<file path="src/rtl/apb_pkg.sv">
// Shared definitions for the APB initiator.
//   - FSM state encoding (IDLE / SETUP / ACCESS)
//   - Slave address map: each slave owns a 256-byte window; address bits
//     [9:8] pick the slave, bits [31:10] must be zero for a legal target.
package apb_pkg;

  // FSM states, kept as plain 2-bit constants for legacy compatibility
  localparam logic [1:0] IDLE   = 2'd0;
  localparam logic [1:0] SETUP  = 2'd1;
  localparam logic [1:0] ACCESS = 2'd2;

  // Address map
  localparam logic [31:0] SLV_SPAN  = 32'h100;
  localparam int          SLV_LSB   = 8;
  localparam int          SLV_MSB   = 9;
  localparam int          RANGE_LSB = 10;
  localparam int          SLV_IDX_W = SLV_MSB - SLV_LSB + 1;

  // Base address of slave idx
  function automatic logic [31:0] slv_base(input logic [SLV_IDX_W-1:0] idx);
    return 32'(idx) * SLV_SPAN;
  endfunction

endpackage

</file>
<file path="src/rtl/apb_addr_decode.sv">
// Combinational slave decoder.
// Ports:
//   addr : address bits [31:8] (byte offset within a slave is irrelevant here)
//   sel  : one-hot slave select, all zero on a decode error
//   idx  : binary slave index, also used to pick the Prdata_bus slice
//   err  : address lies outside the slave window range
module apb_addr_decode
  import apb_pkg::*;
#(
  parameter int NUM_SLV = 4
) (
  input  logic [31:SLV_LSB]       addr,
  output logic [NUM_SLV-1:0]      sel,
  output logic [SLV_IDX_W-1:0]    idx,
  output logic                    err
);

  assign err = |addr[31:RANGE_LSB];
  assign idx = addr[SLV_MSB:SLV_LSB];

  generate
    for (genvar gi = 0; gi < NUM_SLV; gi++) begin : g_sel
      assign sel[gi] = !err && (idx == SLV_IDX_W'(gi));
    end
  endgenerate

endmodule

</file>
<file path="src/rtl/apb_master.sv">
// APB initiator: turns a single-outstanding command/response port into
// APB SETUP/ACCESS transfers towards up to NUM_SLV slaves.
// Ports:
//   PCLK, Prst            : clock, asynchronous active-low reset
//   cmd_valid/cmd_ready   : command handshake (ready only in IDLE)
//   cmd_write/addr/wdata  : command payload
//   rsp_valid             : one-cycle completion pulse
//   rsp_rdata/rsp_err     : response payload, held until the next response
//   PSELx, Pen, Pwrite,
//   Paddr, Pwdata         : APB request signals
//   Prdata_bus            : concatenated slave read data, slave k at [32k+31:32k]
//   Pready                : slave ready
// TIMEOUT must be >= 1 and 2**CNT_W must exceed TIMEOUT.
module apb_master
  import apb_pkg::*;
#(
  parameter int NUM_SLV = 4,
  parameter int TIMEOUT = 16,
  parameter int CNT_W   = 5
) (
  input  logic                    PCLK,
  input  logic                    Prst,
  input  logic                    cmd_valid,
  output logic                    cmd_ready,
  input  logic                    cmd_write,
  input  logic [31:0]             cmd_addr,
  input  logic [31:0]             cmd_wdata,
  output logic                    rsp_valid,
  output logic [31:0]             rsp_rdata,
  output logic                    rsp_err,
  output logic [NUM_SLV-1:0]      PSELx,
  output logic                    Pen,
  output logic                    Pwrite,
  output logic [31:0]             Paddr,
  output logic [31:0]             Pwdata,
  input  logic [32*NUM_SLV-1:0]   Prdata_bus,
  input  logic                    Pready
);

  logic [1:0]           state_reg;
  logic [CNT_W-1:0]     cnt_reg;
  logic [NUM_SLV-1:0]   psel_reg;
  logic                 pwrite_reg;
  logic [31:0]          paddr_reg;
  logic [31:0]          pwdata_reg;
  logic [SLV_IDX_W-1:0] idx_reg;
  logic                 rsp_valid_reg;
  logic [31:0]          rsp_rdata_reg;
  logic                 rsp_err_reg;

  logic [NUM_SLV-1:0]   dec_sel;
  logic [SLV_IDX_W-1:0] dec_idx;
  logic                 dec_err;
  logic [31:0]          slv_rdata [NUM_SLV];

  apb_addr_decode #(
    .NUM_SLV (NUM_SLV)
  ) u_decode (
    .addr (cmd_addr[31:SLV_LSB]),
    .sel  (dec_sel),
    .idx  (dec_idx),
    .err  (dec_err)
  );

  // Split the flat read-data bus into per-slave words
  generate
    for (genvar gi = 0; gi < NUM_SLV; gi++) begin : g_rdata
      assign slv_rdata[gi] = Prdata_bus[32*gi +: 32];
    end
  endgenerate

  always_ff @(posedge PCLK or negedge Prst) begin
    if (!Prst) begin
      state_reg     <= IDLE;
      cnt_reg       <= '0;
      psel_reg      <= '0;
      pwrite_reg    <= 1'b0;
      paddr_reg     <= '0;
      pwdata_reg    <= '0;
      idx_reg       <= '0;
      rsp_valid_reg <= 1'b0;
      rsp_rdata_reg <= '0;
      rsp_err_reg   <= 1'b0;
    end else begin
      rsp_valid_reg <= 1'b0;
      case (state_reg)
        IDLE: begin
          if (cmd_valid) begin
            pwrite_reg <= cmd_write;
            paddr_reg  <= cmd_addr;
            pwdata_reg <= cmd_wdata;
            // Slice index is captured now so the decoder only ever looks at cmd_addr
            idx_reg    <= dec_idx;
            if (dec_err) begin
              // No bus transfer: answer directly from IDLE on the next cycle
              rsp_valid_reg <= 1'b1;
              rsp_err_reg   <= 1'b1;
              rsp_rdata_reg <= '0;
            end else begin
              psel_reg  <= dec_sel;
              state_reg <= SETUP;
            end
          end
        end
        SETUP: begin
          cnt_reg   <= '0;
          state_reg <= ACCESS;
        end
        ACCESS: begin
          // Pready is tested first so it wins over a coincident timeout
          if (Pready) begin
            rsp_valid_reg <= 1'b1;
            rsp_err_reg   <= 1'b0;
            rsp_rdata_reg <= pwrite_reg ? 32'h0 : slv_rdata[idx_reg];
            psel_reg      <= '0;
            state_reg     <= IDLE;
          end else if (cnt_reg == CNT_W'(TIMEOUT - 1)) begin
            rsp_valid_reg <= 1'b1;
            rsp_err_reg   <= 1'b1;
            rsp_rdata_reg <= '0;
            psel_reg      <= '0;
            state_reg     <= IDLE;
          end else begin
            cnt_reg <= cnt_reg + CNT_W'(1);
          end
        end
        default: state_reg <= IDLE;
      endcase
    end
  end

  assign cmd_ready = (state_reg == IDLE);
  assign Pen       = (state_reg == ACCESS);
  assign PSELx     = psel_reg;
  assign Pwrite    = pwrite_reg;
  assign Paddr     = paddr_reg;
  assign Pwdata    = pwdata_reg;
  assign rsp_valid = rsp_valid_reg;
  assign rsp_rdata = rsp_rdata_reg;
  assign rsp_err   = rsp_err_reg;

endmodule

</file>
<file path="config.mk">
export PLATFORM = sky130hd
export DESIGN_NAME = apb_master
export DESIGN_NICKNAME = d
export VERILOG_FILES = /design/src/rtl/apb_pkg.sv /design/src/rtl/apb_addr_decode.sv /design/src/rtl/apb_master.sv
export SDC_FILE = /design/constraint.sdc
export NUM_CORES = 1
export LEC_CHECK = 0
export CAP_MARGIN = 20
export CORE_ASPECT_RATIO = 0.8
export CORE_MARGIN = 3
export CORE_UTILIZATION = 29
export CTS_BUF_LIST = sky130_fd_sc_hd__clkbuf_4
export DETAILED_ROUTE_END_ITERATION = 8
export PLACE_DENSITY = 0.65
export SYNTH_ARGS = -nofsm -noshare
export SYNTH_HDL_FRONTEND = slang
export SYNTH_SLANG_ARGS = --single-unit
</file>
<file path="constraint.sdc">
create_clock -name PCLK -period 5.9 [get_ports PCLK]
set_input_delay 0.885 -clock PCLK [delete_from_list [all_inputs] [get_ports PCLK]]
set_output_delay 0.885 -clock PCLK [all_outputs]
set_load 0.02 [all_outputs]
</file>
==> flow_summary.ini, run 1 <==
[power]
power_switching_w = 0.000473
power_frac_seq = 0.498
p_leak_nw = 3.35
powerDensity_nw_per_um2 = 195
power.share.combinational = 0.279
p_int_w = 0.00118
swShare = 0.287
ir_drop_mv = 0.124
pwr-share-clk = 0.223

[timing]
slew_headroom = 0.403
drv_slew = 0
finalHoldViolations = 0
finalCritPeriodShare = 0.541
min_period_ns = 3.19
setup_viol_count_final = 0
fmax_mhz = 313
rsz0062_at_grt = false
setup-tns-final_ns = 0
tightest_slew_ns = 0.896
skew_ns = 0.0194

[floorplanning]
die_h_um = 125
die_area_um2 = 19200
ioPinCount = 302
dieWidth_um = 154
start_util = 0.302
rows = 42
core_um2 = 16900

[final_layout]
synthToLayoutAreaGrowth_pct = 66.0
fillCellCount = 1444
nNetsFinal = 835
finish.utilization = 0.502
mostFrequentLayoutCell = clkdlybuf4s50_1
final_cell_mix = clkdlybuf4s50_1 (300), dfrtp_1 (109), mux2_2 (66), a22o_1 (33), mux4_2 (32)
drive_gt1_frac = 0.201

[clock_network]
clk_pin_slew_worst_paths_ns = 0.18
clock_latency_ns = 0.49
htreeDepth = 3
root_buffer = clkbuf_4
cts_setup_buffers = 0
cts.sinks = 110
ctsResizeCount = 0
cts.hold.buffers_added = 0
cts-buffers-inserted = 9
cts_tree = done
cts_buffer_depth = 2

[detailed_routing]
wire_per_inst_um = 18.8
drc = 0
vias_per_cell = 4.87
drt_iter0_drc = 206
dr.pass1.iters = 4
wl_um = 16200
antenna_left = 0
vias = 4184

[placed_design]
place.detailed.hpwl_um = 12500
placement.io_buffers = 301
place_congestion = 0.854

[run_status]
status = completed

[global_routing]
antenna_found_initial = 1
grt_pass1_wl_um = 25600
grt_pass1_vias = 4641
track_usage = 0.167
grt_max_degree = 70
grt_overflow = 0

[yosys]
ys_seq_area_frac = 0.540
synthFlopType = dfrtp_1
synth.avg_cell_area_um2 = 15.0
async_flop_share = 1.00
syn-cell-area_um2 = 5100
synth-edff-count = 0
yosysWarnings = 0
synth_cell_types = 42
syn_inst = 340
synth_seq_cells = 110
syn-num-nets = 542

[worst_hold_path]
min_path_type = input pin to asynchronous set/reset pin

[critical_path]
cp.required_ns = 6.29
crit_path_end_kind = flop
path_class = input pin to flop
cp-start-kind = input pin
worst-path-max-fanout = 69
critPathArrivalTime_ns = 3.58

[job]
maxCapViolCount = 0
==> path summary, 6_finish.rpt <==
check / from / to / slack [ns] / cells after the start
worst max-delay path: cmd_valid / rsp_err / 2.71 / 6
worst min-delay path: Prst / Pwdata[29] / 0.42 / 1
worst max register to register: state_reg[0] / rsp_err / 2.72 / 7
worst min register to register: cnt_reg[4] / cnt_reg[4] / 0.50 / 2
max in group asynchronous: Prst / Paddr[8] / 4.24 / 2
min in group PCLK: cnt_reg[4] / cnt_reg[4] / 0.50 / 2
==> per-layer routing <==
layer  global-route usage  share of wire  up-vias  routed length [um]
met5                    0              0        -                   0
met4               0.0571          0.022        0                 361
met3               0.0646          0.095       23                1530
met2                0.279           0.49      190                7940
li1                     -              -     1900                   -
met1                0.197           0.39     2071                6360
==> synth_stat cells (2+ instances only) <==
| cell type | n | share of area |
|---|---|---|
| a21oi_1 | 2 | 0.0020 |
| a22o_1 | 33 | 0.057 |
| a31oi_1 | 2 | 0.0025 |
| and4_1 | 2 | 0.0034 |
| buf_1 | 6 | 0.0044 |
| buf_2 | 9 | 0.0088 |
| clkbuf_1 | 7 | 0.0052 |
| dfrtp_1 | 110 | 0.54 |
| ha_1 | 5 | 0.012 |
| inv_1 | 8 | 0.0059 |
| mux2_2 | 66 | 0.15 |
| mux4_2 | 32 | 0.14 |
| nand2_1 | 6 | 0.0044 |
| nand4_1 | 3 | 0.0037 |
| nor2_1 | 4 | 0.0029 |
| nor3b_1 | 2 | 0.0029 |
| nor4_1 | 3 | 0.0037 |
| o21ai_0 | 13 | 0.013 |
| o2bb2ai_1 | 2 | 0.0034 |
| o31ai_1 | 2 | 0.0029 |
| or4_4 | 2 | 0.0044 |
==> per-stage QoR <==
step	worst slack [ns]	instances	hold slack, ns	instance area (um2)	power [W]
2_1_floorplan	3.59	340	0.447	5100	0.00103
3_5_place_dp	2.17	842	0.469	8330	0.00130
4_1_cts	2.69	858	0.399	8470	0.00169
5_1_grt	2.49	859	0.409	8470	0.00174
6_report	2.71	859	0.417	8470	0.00165
3_3_place_gp	2.27	842	0.465	8330	0.00130
==> area by class of cell <==
cell class	instances	area, um2	share of cell area
antenna	1	2.50	0.000296
clock buffer	9	67.6	0.00798
clock inverter	7	65.1	0.00768
inverter	8	30.0	0.00355
multi-input combinational	198	2230	0.263
sequential	110	2750	0.325
tap	220	275	0.0325
timing repair buffer	306	3050	0.360
==> power groups by stage <==
stage / Sequential (W) / Combinational (W) / Clock, W
floorplan: 0.000891 / 0.000138 / 0
global placement: 0.000835 / 0.000462 / 0
detailed placement: 0.000836 / 0.000466 / 0
CTS: 0.000823 / 0.000468 / 0.000396
global route: 0.000829 / 0.000491 / 0.000424
finish: 0.000822 / 0.000460 / 0.000368
==> cells by family after synthesis <==
kind of cell,after synthesis,share of synthesized area
DFF,110,0.540
and+or+nand+nor,33,0.0402
muxes,99,0.289
AOI/OAI and AO/OA,61,0.0922
buffers and inverters,32,0.0267
adders and majority gates,5,0.0123
==> critical path, stage by stage <==
cell	delay [ns]
clkdlybuf4s50_1	0.48
nand2_2	0.08
buf_4	0.67
a21o_1	0.35
a31o_2	0.64
mux2_2	0.40
No activity file was read; power rests on OpenSTA's default activity.
==> run 2, diff against run 1 <==
--- a/config.mk
+++ b/config.mk
@@ -11,7 +11,7 @@
 export CORE_UTILIZATION = 29
 export CTS_BUF_LIST = sky130_fd_sc_hd__clkbuf_4
 export DETAILED_ROUTE_END_ITERATION = 8
-export PLACE_DENSITY = 0.65
+export PLACE_DENSITY = 0.67
 export SYNTH_ARGS = -nofsm -noshare
 export SYNTH_HDL_FRONTEND = slang
 export SYNTH_SLANG_ARGS = --single-unit
==> constraint.sdc (replaced) <==
create_clock -name PCLK -period 2.9 [get_ports PCLK]
set_input_delay 0.435 -clock PCLK [delete_from_list [all_inputs] [get_ports PCLK]]
set_output_delay 0.435 -clock PCLK [all_outputs]
set_load 0.02 [all_outputs]
==> flow_summary.ini, run 2 (same netlist as run 1, synthesis figures left out) <==
[global_routing]
grt_overflow = 0
grt_pass1_vias = 4592
grt_max_degree = 41
antenna_found_initial = 1
grt_pass1_wl_um = 25700
track_usage = 0.168

[final_layout]
register_area_um2 = 2750
drive_gt1_frac = 0.205
multi_input_area_um2 = 2230
synthToLayoutAreaGrowth_pct = 67.8
nNetsFinal = 840
mostFrequentLayoutCell = clkdlybuf4s50_1
fillCellCount = 1469
final_cell_mix = clkdlybuf4s50_1 (300), dfrtp_1 (109), mux2_2 (66), a22o_1 (33), mux4_2 (32)
layout.cells.non_filler = 864

[critical_path]
rrSetupSlack_ns = 0.40
critPathArrivalTime_ns = 2.17
cp.required_ns = 2.47
worst-path-max-fanout = 11
rr_startpoint = cnt_reg[0]
reg2reg_to = rsp_rdata[30]
cp-endpoint = cmd_ready
crit_start = state_reg[0]
rr_worst_depth = 8
crit_path_end_kind = primary output
path_class = flop to primary output
cp-start-kind = flop

[timing]
skew_ns = 0.0175
finalHoldViolations = 0
finalCritPeriodShare = 0.900
min_period_ns = 2.61
fmax_mhz = 383
setup_viol_count_final = 0
tightest_slew_ns = 0.513
setup-tns-final_ns = 0
slew_headroom = 0.658
rsz0062_at_grt = false
drv_slew = 0

[floorplanning]
dieWidth_um = 154
die_area_um2 = 19200
rows = 42
die_h_um = 125
ioPinCount = 302
start_util = 0.302
core_um2 = 16900

[detailed_routing]
drc = 0
dr.pass1.iters = 4
wire_per_inst_um = 19.1
wl_um = 16500
vias = 4233
vias_per_cell = 4.90
drt_iter0_drc = 158
antenna_left = 0

[power]
ir_drop_mv = 0.409
p_leak_nw = 3.40
swShare = 0.280
power_frac_seq = 0.485
powerDensity_nw_per_um2 = 405
power_switching_w = 0.000972
p_int_w = 0.00250
power.share.combinational = 0.272
pwr-share-clk = 0.243

[clock_network]
cts.sinks = 110
clock_latency_ns = 0.48
cts_buffer_depth = 2
ctsResizeCount = 0
clk_pin_slew_worst_paths_ns = 0.18
root_buffer = clkbuf_4
cts-buffers-inserted = 9
htreeDepth = 3
cts_tree = done

[job]
maxCapViolCount = 0

[placed_design]
placement.io_buffers = 301
place.detailed.hpwl_um = 13000
placedCellCount = 846
place_congestion = 0.876

[worst_hold_path]
min_path_type = input pin to asynchronous set/reset pin

[run_status]
status = completed
-- run 2: cell type report --
class	instances	share of cell area
well taps	220	0.0322
clock buffers	9	0.00789
inverters	8	0.00351
multi-input cells	198	0.260
clock inverters	7	0.0105
diodes	1	0.000292
repair buffers	311	0.364
flip-flops and latches	110	0.322
-- run 2: timing repair --
action | 4_1_cts | 5_1_grt
hold buffers | 1 | 0
hold endpoints to repair | 34 | 0
endpoints found under the setup margin | 0 | 0
setup buffers | 0 | 0
-- run 2: power groups by stage --
| stage | sequential, W | clock (W) | combinational, W |
|---|---|---|---|
| floorplan | 0.00181 | 0 | 0.000281 |
| global placement | 0.00171 | 0 | 0.000940 |
| detailed placement | 0.00171 | 0 | 0.000952 |
| CTS | 0.00168 | 0.000894 | 0.000959 |
| global route | 0.00170 | 0.000949 | 0.00100 |
| finish | 0.00168 | 0.000843 | 0.000944 |
-- run 2: worst min path at each step --
| stage | startpoint | end | slack, ns | cells after the start |
|---|---|---|---|---|
| after global routing | Prst | Paddr[0] | 0.38 | 2 |
| final | Prst | Paddr[0] | 0.41 | 2 |
| after CTS | Prst | Paddr[0] | 0.38 | 2 |
| after floorplan | Prst | PSELx[0] | 0.14 | 0 |
| after detailed placement | Prst | Pwdata[30] | 0.44 | 1 |
| after global placement | Prst | Paddr[0] | 0.42 | 1 |
-- run 2: worst max-delay path, stage by stage, from the launching register on --
cell and delay (ns):
dfrtp_1 0.44, inv_1 0.09, ha_1 0.44, clkdlybuf4s50_1 0.72
-- run 2: metal layers --
| metal | GRT usage | up-vias | wire, um |
|---|---|---|---|
| met3 | 0.0750 | 14 | 1700 |
| met5 | 0 | - | 0 |
| li1 | - | 1916 | - |
| met1 | 0.196 | 2109 | 6400 |
| met2 | 0.284 | 194 | 8140 |
| met4 | 0.0379 | 0 | 261 |
-- run 2: through the flow --
stage          instance area [um2]  hold slack, ns  utilization  setup slack (ns)  power (W)
2_1_floorplan                 5100           0.139            -             0.773    0.00209
3_3_place_gp                  8390           0.424        0.497             0.350    0.00265
3_5_place_dp                  8390           0.439        0.497             0.308    0.00266
4_1_cts                       8560           0.378        0.507             0.206    0.00354
5_1_grt                       8560           0.383        0.507             0.120    0.00365
6_report                      8560           0.408        0.507             0.290    0.00347
==> run 3, diff against run 2 <==
--- a/config.mk
+++ b/config.mk
@@ -12,6 +12,7 @@
 export CTS_BUF_LIST = sky130_fd_sc_hd__clkbuf_4
 export DETAILED_ROUTE_END_ITERATION = 8
 export PLACE_DENSITY = 0.67
+export SETUP_SLACK_MARGIN = 0.1
 export SYNTH_ARGS = -nofsm -noshare
 export SYNTH_HDL_FRONTEND = slang
 export SYNTH_SLANG_ARGS = --single-unit
==> results of run 3 <==
Same layout as run 2: the final DEF is identical, and so are final timing and power.
